===== src/rtl/pwm_duty_meter_if.sv =====
`default_nettype none
// ============================================================================
//  Module      : pwm_duty_meter_if
//  Description : Bus bundle between a PWM source/consumer and pwm_duty_meter.
//                The master side drives the enable and the PWM waveform and
//                observes the measurement results. The slave side is the
//                meter itself.
//  Signals     : en          - measurement enable (master -> slave)
//                pwm_in      - PWM waveform, synchronous to clk
//                high_cnt    - high cycles of the last measured period
//                period_cnt  - cycles of the last measured period
//                duty_pct    - floor(high_cnt*100/period_cnt), 0..100
//                valid       - one-cycle pulse when duty_pct is updated
//                stuck       - last report was a timeout
//                overrun     - sticky, a period was dropped (divider busy)
//  Revision    : 1.0 - initial release
// ============================================================================
interface pwm_duty_meter_if #(
    parameter int CNT_W = 16
);
    logic             en;
    logic             pwm_in;
    logic [CNT_W-1:0] high_cnt;
    logic [CNT_W-1:0] period_cnt;
    logic [6:0]       duty_pct;
    logic             valid;
    logic             stuck;
    logic             overrun;

    modport master (
        output en,
        output pwm_in,
        input  high_cnt,
        input  period_cnt,
        input  duty_pct,
        input  valid,
        input  stuck,
        input  overrun
    );

    modport slave (
        input  en,
        input  pwm_in,
        output high_cnt,
        output period_cnt,
        output duty_pct,
        output valid,
        output stuck,
        output overrun
    );
endinterface
`default_nettype wire


===== src/rtl/pwm_duty_meter.sv =====
`default_nettype none
// ============================================================================
//  Module      : pwm_duty_meter
//  Description : Measures a clk-synchronous PWM waveform. For every complete
//                period it reports the high time, the period and the integer
//                duty cycle in percent, computed by a 7-step restoring
//                divider. A line without rising edges for TIMEOUT cycles is
//                reported once as 0 % or 100 % with the stuck flag set.
//  Ports       : clk  - sole clock, rising edge
//                rst  - synchronous active-high reset
//                bus  - pwm_duty_meter_if.slave (en, pwm_in in; high_cnt,
//                       period_cnt, duty_pct, valid, stuck, overrun out)
//  Parameters  : CNT_W   - width of high/period counters
//                TIMEOUT - cycles without a rising edge before a stuck
//                          report, 16 <= TIMEOUT <= 2^CNT_W-1
//  Revision    : 1.0 - initial release
// ============================================================================
module pwm_duty_meter #(
    parameter int CNT_W   = 16,
    parameter int TIMEOUT = 4096
) (
    input  wire logic       clk,
    input  wire logic       rst,
    pwm_duty_meter_if.slave bus
);

    // Numerator hi*100 needs 7 extra bits since 100 < 128.
    localparam int               c_num_w   = CNT_W + 7;
    localparam logic [CNT_W-1:0] c_timeout = CNT_W'(TIMEOUT);
    localparam logic [c_num_w-1:0] c_hundred = c_num_w'(100);

    typedef enum logic [1:0] {
        ST_IDLE = 2'd0,
        ST_ARM  = 2'd1,
        ST_MEAS = 2'd2
    } state_t;

    state_t             r_state;
    logic               r_s1;
    logic               r_s2;
    logic [CNT_W-1:0]   r_per_ctr;
    logic [CNT_W-1:0]   r_hi_ctr;
    logic [CNT_W-1:0]   r_high_cnt;
    logic [CNT_W-1:0]   r_period_cnt;
    logic [6:0]         r_duty_pct;
    logic               r_valid;
    logic               r_stuck;
    logic               r_overrun;

    logic               r_div_busy;
    logic [2:0]         r_div_cnt;
    logic [6:0]         r_div_quo;
    logic [c_num_w-1:0] r_div_rem;
    logic [c_num_w-1:0] r_div_den;

    logic               w_re;
    logic [CNT_W-1:0]   w_per_inc;
    logic [CNT_W-1:0]   w_hi_inc;
    logic               w_div_ge;
    logic [6:0]         w_to_duty;
    logic [CNT_W-1:0]   w_to_high;

    assign w_re      = r_s1 & ~r_s2;
    assign w_per_inc = r_per_ctr + CNT_W'(1);
    assign w_hi_inc  = r_hi_ctr + CNT_W'(r_s1);
    assign w_div_ge  = (r_div_rem >= r_div_den);
    // A stuck line reports its current level as 0 % or 100 %.
    assign w_to_duty = r_s1 ? 7'd100 : 7'd0;
    assign w_to_high = r_s1 ? c_timeout : '0;

    always_ff @(posedge clk) begin
        if (rst) begin
            r_state      <= ST_IDLE;
            r_s1         <= 1'b0;
            r_s2         <= 1'b0;
            r_per_ctr    <= '0;
            r_hi_ctr     <= '0;
            r_high_cnt   <= '0;
            r_period_cnt <= '0;
            r_duty_pct   <= '0;
            r_valid      <= 1'b0;
            r_stuck      <= 1'b0;
            r_overrun    <= 1'b0;
            r_div_busy   <= 1'b0;
            r_div_cnt    <= '0;
            r_div_quo    <= '0;
            r_div_rem    <= '0;
            r_div_den    <= '0;
        end else begin
            r_s1    <= bus.pwm_in;
            r_s2    <= r_s1;
            r_valid <= 1'b0;

            if (!bus.en) begin
                // Disabled: abandon any division; results keep last values.
                r_state    <= ST_IDLE;
                r_per_ctr  <= '0;
                r_hi_ctr   <= '0;
                r_div_busy <= 1'b0;
                r_div_cnt  <= '0;
                r_stuck    <= 1'b0;
                r_overrun  <= 1'b0;
            end else begin
                // Restoring divider: seven compare/subtract steps, then the
                // quotient is published on the following edge.
                if (r_div_busy) begin
                    if (r_div_cnt == 3'd7) begin
                        r_duty_pct <= r_div_quo;
                        r_valid    <= 1'b1;
                        r_div_busy <= 1'b0;
                    end else begin
                        if (w_div_ge) begin
                            r_div_rem <= r_div_rem - r_div_den;
                        end
                        r_div_quo <= {r_div_quo[5:0], w_div_ge};
                        r_div_den <= r_div_den >> 1;
                        r_div_cnt <= r_div_cnt + 3'd1;
                    end
                end

                case (r_state)
                    ST_IDLE: begin
                        r_state   <= ST_ARM;
                        r_per_ctr <= '0;
                        r_hi_ctr  <= '0;
                    end

                    ST_ARM: begin
                        if (w_re) begin
                            // Start of the first full period; the partial
                            // period before it is discarded.
                            r_per_ctr <= CNT_W'(1);
                            r_hi_ctr  <= CNT_W'(1);
                            r_stuck   <= 1'b0;
                            r_state   <= ST_MEAS;
                        end else if (r_per_ctr != c_timeout) begin
                            // Once saturated, no further reports until re.
                            r_per_ctr <= w_per_inc;
                            if (w_per_inc == c_timeout) begin
                                r_valid      <= 1'b1;
                                r_stuck      <= 1'b1;
                                r_duty_pct   <= w_to_duty;
                                r_period_cnt <= c_timeout;
                                r_high_cnt   <= w_to_high;
                            end
                        end
                    end

                    ST_MEAS: begin
                        if (w_re) begin
                            r_per_ctr <= CNT_W'(1);
                            r_hi_ctr  <= CNT_W'(1);
                            r_stuck   <= 1'b0;
                            if (r_div_busy) begin
                                r_overrun <= 1'b1;
                            end else begin
                                r_period_cnt <= r_per_ctr;
                                r_high_cnt   <= r_hi_ctr;
                                r_div_busy   <= 1'b1;
                                r_div_cnt    <= '0;
                                r_div_quo    <= '0;
                                r_div_rem    <= c_num_w'(r_hi_ctr) * c_hundred;
                                // Quotient < 128, so the first trial
                                // subtrahend is the period scaled by 2^6.
                                r_div_den    <= c_num_w'(r_per_ctr) << 6;
                            end
                        end else begin
                            r_per_ctr <= w_per_inc;
                            r_hi_ctr  <= w_hi_inc;
                            if (w_per_inc == c_timeout) begin
                                r_valid      <= 1'b1;
                                r_stuck      <= 1'b1;
                                r_duty_pct   <= w_to_duty;
                                r_period_cnt <= c_timeout;
                                r_high_cnt   <= w_to_high;
                                r_state      <= ST_ARM;
                            end
                        end
                    end

                    default: begin
                        r_state <= ST_IDLE;
                    end
                endcase
            end
        end
    end

    assign bus.high_cnt   = r_high_cnt;
    assign bus.period_cnt = r_period_cnt;
    assign bus.duty_pct   = r_duty_pct;
    assign bus.valid      = r_valid;
    assign bus.stuck      = r_stuck;
    assign bus.overrun    = r_overrun;

endmodule
`default_nettype wire


===== src/flat_wrapper.sv =====
// flat-port wrapper written by rule: the top's interface ports become plain ports
module pwm_duty_meter_flat 
#(
    parameter int CNT_W   = 16,
    parameter int TIMEOUT = 4096
)
  (clk, rst, bus_en, bus_pwm_in, bus_high_cnt, bus_period_cnt, bus_duty_pct, bus_valid, bus_stuck, bus_overrun);
  pwm_duty_meter_if #(.CNT_W(CNT_W)) bus_i ();
  input  wire logic clk;
  input  wire logic rst;
  input wire logic [$bits(bus_i.en)-1:0] bus_en;
  input wire logic [$bits(bus_i.pwm_in)-1:0] bus_pwm_in;
  output wire logic [$bits(bus_i.high_cnt)-1:0] bus_high_cnt;
  output wire logic [$bits(bus_i.period_cnt)-1:0] bus_period_cnt;
  output wire logic [$bits(bus_i.duty_pct)-1:0] bus_duty_pct;
  output wire logic [$bits(bus_i.valid)-1:0] bus_valid;
  output wire logic [$bits(bus_i.stuck)-1:0] bus_stuck;
  output wire logic [$bits(bus_i.overrun)-1:0] bus_overrun;
  assign bus_i.en = bus_en;
  assign bus_i.pwm_in = bus_pwm_in;
  assign bus_high_cnt = bus_i.high_cnt;
  assign bus_period_cnt = bus_i.period_cnt;
  assign bus_duty_pct = bus_i.duty_pct;
  assign bus_valid = bus_i.valid;
  assign bus_stuck = bus_i.stuck;
  assign bus_overrun = bus_i.overrun;
  pwm_duty_meter #(.CNT_W(CNT_W), .TIMEOUT(TIMEOUT)) u_core (.clk(clk), .rst(rst), .bus(bus_i));
endmodule

===== config.mk =====
export PLATFORM = sky130hd
export DESIGN_NAME = pwm_duty_meter_flat
export DESIGN_NICKNAME = d
export VERILOG_FILES = /design/src/rtl/pwm_duty_meter_if.sv /design/src/rtl/pwm_duty_meter.sv /design/src/flat_wrapper.sv
export SDC_FILE = /design/constraint.sdc
export NUM_CORES = 1
export LEC_CHECK = 0
export CAP_MARGIN = 0
export CORE_MARGIN = 5
export CORE_UTILIZATION = 60
export DETAILED_ROUTE_END_ITERATION = 8
export PLACE_DENSITY = 0.81
export SLEW_MARGIN = 25
export SYNTH_ARGS = -nofsm -noshare
export SYNTH_HDL_FRONTEND = slang
export SYNTH_SLANG_ARGS = --single-unit

===== constraint.sdc =====
create_clock -name clk -period 4.9 [get_ports clk]
set_clock_uncertainty 0.1 [all_clocks]
set_input_delay 0.49 -clock clk [delete_from_list [all_inputs] [get_ports clk]]
set_output_delay 0.49 -clock clk [all_outputs]
set_load 0.01 [all_outputs]

==> impl_metrics.py <==
metrics = {
    "run_status": {
        "run_status": "finished, final reports clean",
    },
    "placement": {
        "hpwl_mm": 17.7,
        "gp_congestion": 0.910,
        "dp_cells": 1253,
        "port_buffers": 45,
    },
    "logic_synthesis": {
        "yosys.area.top_type": "dfxtp_1",
        "yosys-top-cells-area": "dfxtp_1 30%, ha_1 12%, a21oi_1 5.1%, a22o_1 4.7%, o21ai_0 4.1%",
        "synthFlopType": "dfxtp_1",
        "seq_area_frac_synth_pct": 30.4,
        "synth_fp_nets": 1172,
        "synth.avg_cell_area_um2": 8.28,
        "yosysWarnings": 0,
        "synth_area_um2": 8880,
        "synth_edf_count": 0,
        "async_flop_share_pct": 0,
        "yosysUniqueCellTypes": 76,
        "netlist_instances": 1072,
        "synth_top_area_share_pct": 30.4,
        "ys_ff_latch": 135,
    },
    "setup_path": {
        "criticalPathCategory": "reg2reg",
        "critPathRequiredTime_ns": 5.12,
        "critPathMaxFanout": 5,
        "crit_path_end_kind": "register",
        "cp-start-kind": "register",
        "crit_arrival_ns": 4.02,
    },
    "sta": {
        "finalCritPeriodShare_pct": 77.6,
        "worst_pin_slew_ns": 0.910,
        "hold_viol": 0,
        "slew-limit-headroom_pct": 38.8,
        "period_needed_ns": 3.80,
        "fmax_mhz": 263,
        "slew_viol_final": 0,
        "rsz0062_at_grt": "false",
        "setup_tns_ns": 0,
        "finalSetupViolCount": 0,
    },
    "pwr": {
        "vdd_drop_max_mv": 0.247,
        "powerDensity_nw_per_um2": 254,
        "p_leak_nw": 4.12,
    },
    "global_routing": {
        "grt-ovfl-total": 0,
        "antenna_found_initial": 0,
        "grt_use_total_pct": 27.1,
        "grt_pass1_vias": 7476,
        "grt_first_pass_wirelength_mm": 39.0,
        "grt_max_degree": 39,
    },
    "drt": {
        "post-route-drc-count": 0,
        "drt_iter0_drc": 823,
        "dr.pass1.iters": 6,
        "detail-route-antenna-nets": 0,
        "wl_mm": 23.9,
        "routedWlPerCell_um": 18.6,
        "routed_via_density": 6.38,
        "dr_total_vias": 8195,
    },
    "floorplan": {
        "start_util_pct": 61.1,
        "row_count": 44,
        "core_um2": 14500,
        "die_h_um": 132,
        "boundaryPins": 46,
        "fp.dieW_um": 132,
        "die_area_um2": 17300,
    },
    "layout": {
        "nFillCells": 1170,
        "drive_gt1_share_pct": 5.36,
        "fin_nets": 1188,
        "finalNonFillerCells": 1285,
        "n_antenna_cell": 0,
        "syn2layout_area_growth_pct": 11.9,
    },
    "clock_tree": {
        "clkTransAtPathRegs_ns": 0.06,
        "cts-hold-fix-buffers": 0,
        "cts_setup_buffers": 0,
        "clock_path_buffers": 2,
        "h-tree-depth": 4,
        "clkLatencyLatePin_ns": 0.42,
        "cts_made_buffers": 17,
        "cts-resized-gates": 0,
        "cts_tree": "built",
        "clkSinkCount": 135,
        "cts_root_buffer": "clkbuf_16",
    },
    "flow_run": {
        "maxCapViolCount": 0,
    },
    "min_path": {
        "hold_class": "reg2reg",
    },
}
area by class of cell:
type | instances | area, µm² | area share (%)
multi-input combinational | 785 | 5540 | 55.7
sequential | 135 | 2700 | 27.2
timing repair buffer | 56 | 533 | 5.36
clock buffer | 19 | 443 | 4.46
inverter | 93 | 349 | 3.51
tap | 184 | 230 | 2.32
clock inverter | 13 | 146 | 1.47
sequential cells by signal, summed over array words and instances, names as in the netlist, 2 cells and up:
register,flops
u_core.bus.duty_pct,7
u_core.bus.high_cnt,16
u_core.bus.period_cnt,16
u_core.r_div_cnt,3
u_core.r_div_den,23
u_core.r_div_quo,7
u_core.r_div_rem,23
u_core.r_hi_ctr,16
u_core.r_per_ctr,16
u_core.r_state,2
final timing paths:
| path | from | end | cells past startpoint | slack [ns] |
|---|---|---|---|---|
| worst max-delay path | u_core.r_hi_ctr[2]$_SDFFE_PP0P_ | u_core.r_div_rem[16]$_SDFFE_PP0P_ | 11 | 1.10 |
| worst min-delay path | u_core.r_div_cnt[1]$_SDFF_PP0_ | u_core.r_div_cnt[1]$_SDFF_PP0_ | 2 | 0.37 |
| worst max register to register | u_core.r_hi_ctr[2]$_SDFFE_PP0P_ | u_core.r_div_rem[16]$_SDFFE_PP0P_ | 11 | 1.10 |
| worst min register to register | u_core.r_div_cnt[1]$_SDFF_PP0_ | u_core.r_div_cnt[1]$_SDFF_PP0_ | 2 | 0.37 |
cells by family (layout without fill, tap and decap cells):
kind of cell / count (synthesis) / after routing / share of synthesized area, %
buffers and inverters: 152 / 181 / 7.24
multiplexers: 10 / 10 / 1.13
AO/OA/AOI/OAI: 357 / 357 / 26.8
AND/OR/NAND/NOR: 279 / 279 / 15.7
XOR/XNOR: 43 / 43 / 4.24
flip-flops: 135 / 135 / 30.4
adder cells (fa/ha/maj): 96 / 96 / 14.5
layer usage:
metal | global-route usage (%) | wire [µm] | vias to the layer above
li1 | - | - | 3941
met1 | 35.8 | 10100 | 3818
met2 | 43.0 | 10900 | 379
met3 | 5.54 | 1900 | 57
met4 | 12.2 | 889 | 0
met5 | 0 | 0 | -
cells in the mapped netlist (7+ instances only):
master    instances
inv_1            93
nand2b_1          8
o21a_1            9
o21ai_0          73
o21bai_1          8
mux2i_1          10
buf_6             7
a21o_1           10
a31oi_1          14
a21oi_1          90
buf_2             7
a22o_1           48
fa_1             12
nor2b_1          12
o211ai_1          8
o22ai_1          24
nand3_1          35
nand3b_1          7
xor2_1           15
and3_1            7
xnor2_1          28
clkbuf_1         40
nand2_1          55
nor2_1           75
or3_1            15
ha_1             84
nand4_1          13
nor4_1            7
dfxtp_1         135
nor3_1           23
placed cells by master (no fill, tap or decap), drive strengths merged, types with 8 or more instances in the layout:
master | netlist | routed
o22ai | 24 | 24
buf | 18 | 11
a21oi | 91 | 91
inv | 93 | 96
or3 | 15 | 15
clkbuf | 41 | 19
xnor2 | 28 | 28
nor2b | 12 | 12
ha | 84 | 84
mux2i | 10 | 10
fa | 12 | 12
o21bai | 8 | 8
o211ai | 9 | 9
nand4 | 13 | 13
a31oi | 15 | 15
dfxtp | 135 | 135
nand2b | 8 | 8
nor3 | 23 | 23
xor2 | 15 | 15
o21ai | 75 | 75
a21o | 10 | 10
nand3 | 36 | 36
a22o | 48 | 48
nand2 | 55 | 55
nor2 | 76 | 76
o21a | 9 | 9
clkdlybuf4s50 | 0 | 45
report_power, final:
| part | switching, mW | internal, mW |
|---|---|---|
| sequential | 0.00564 | 1.10 |
| combinational | 0.0926 | 0.0446 |
| clock | 0.511 | 0.768 |
critical path, stage by stage, from the launching register on:
cell and delay (ns):
dfxtp_1 0.44, ha_1 0.27, ha_1 0.29, fa_1 0.47, ha_1 0.37, a211oi_1 0.35
o21ai_0 0.21, a31oi_1 0.30, o21bai_1 0.13, o41a_1 0.34, a31o_2 0.24, a32o_1 0.19
stage by stage:
stage	instance area (µm²)	utilization [%]	hold slack [ns]	setup slack (ns)	power (mW)
after floorplan	8880	-	0.335	1.47	1.23
after global routing	9940	68.4	0.384	0.852	2.60
after global placement	9350	64.4	0.350	1.26	1.26
after CTS	9940	68.4	0.368	1.15	2.53
final	9940	68.4	0.367	1.10	2.53
after detailed placement	9350	64.4	0.352	1.18	1.27
Power figures use the tool's default switching activity.
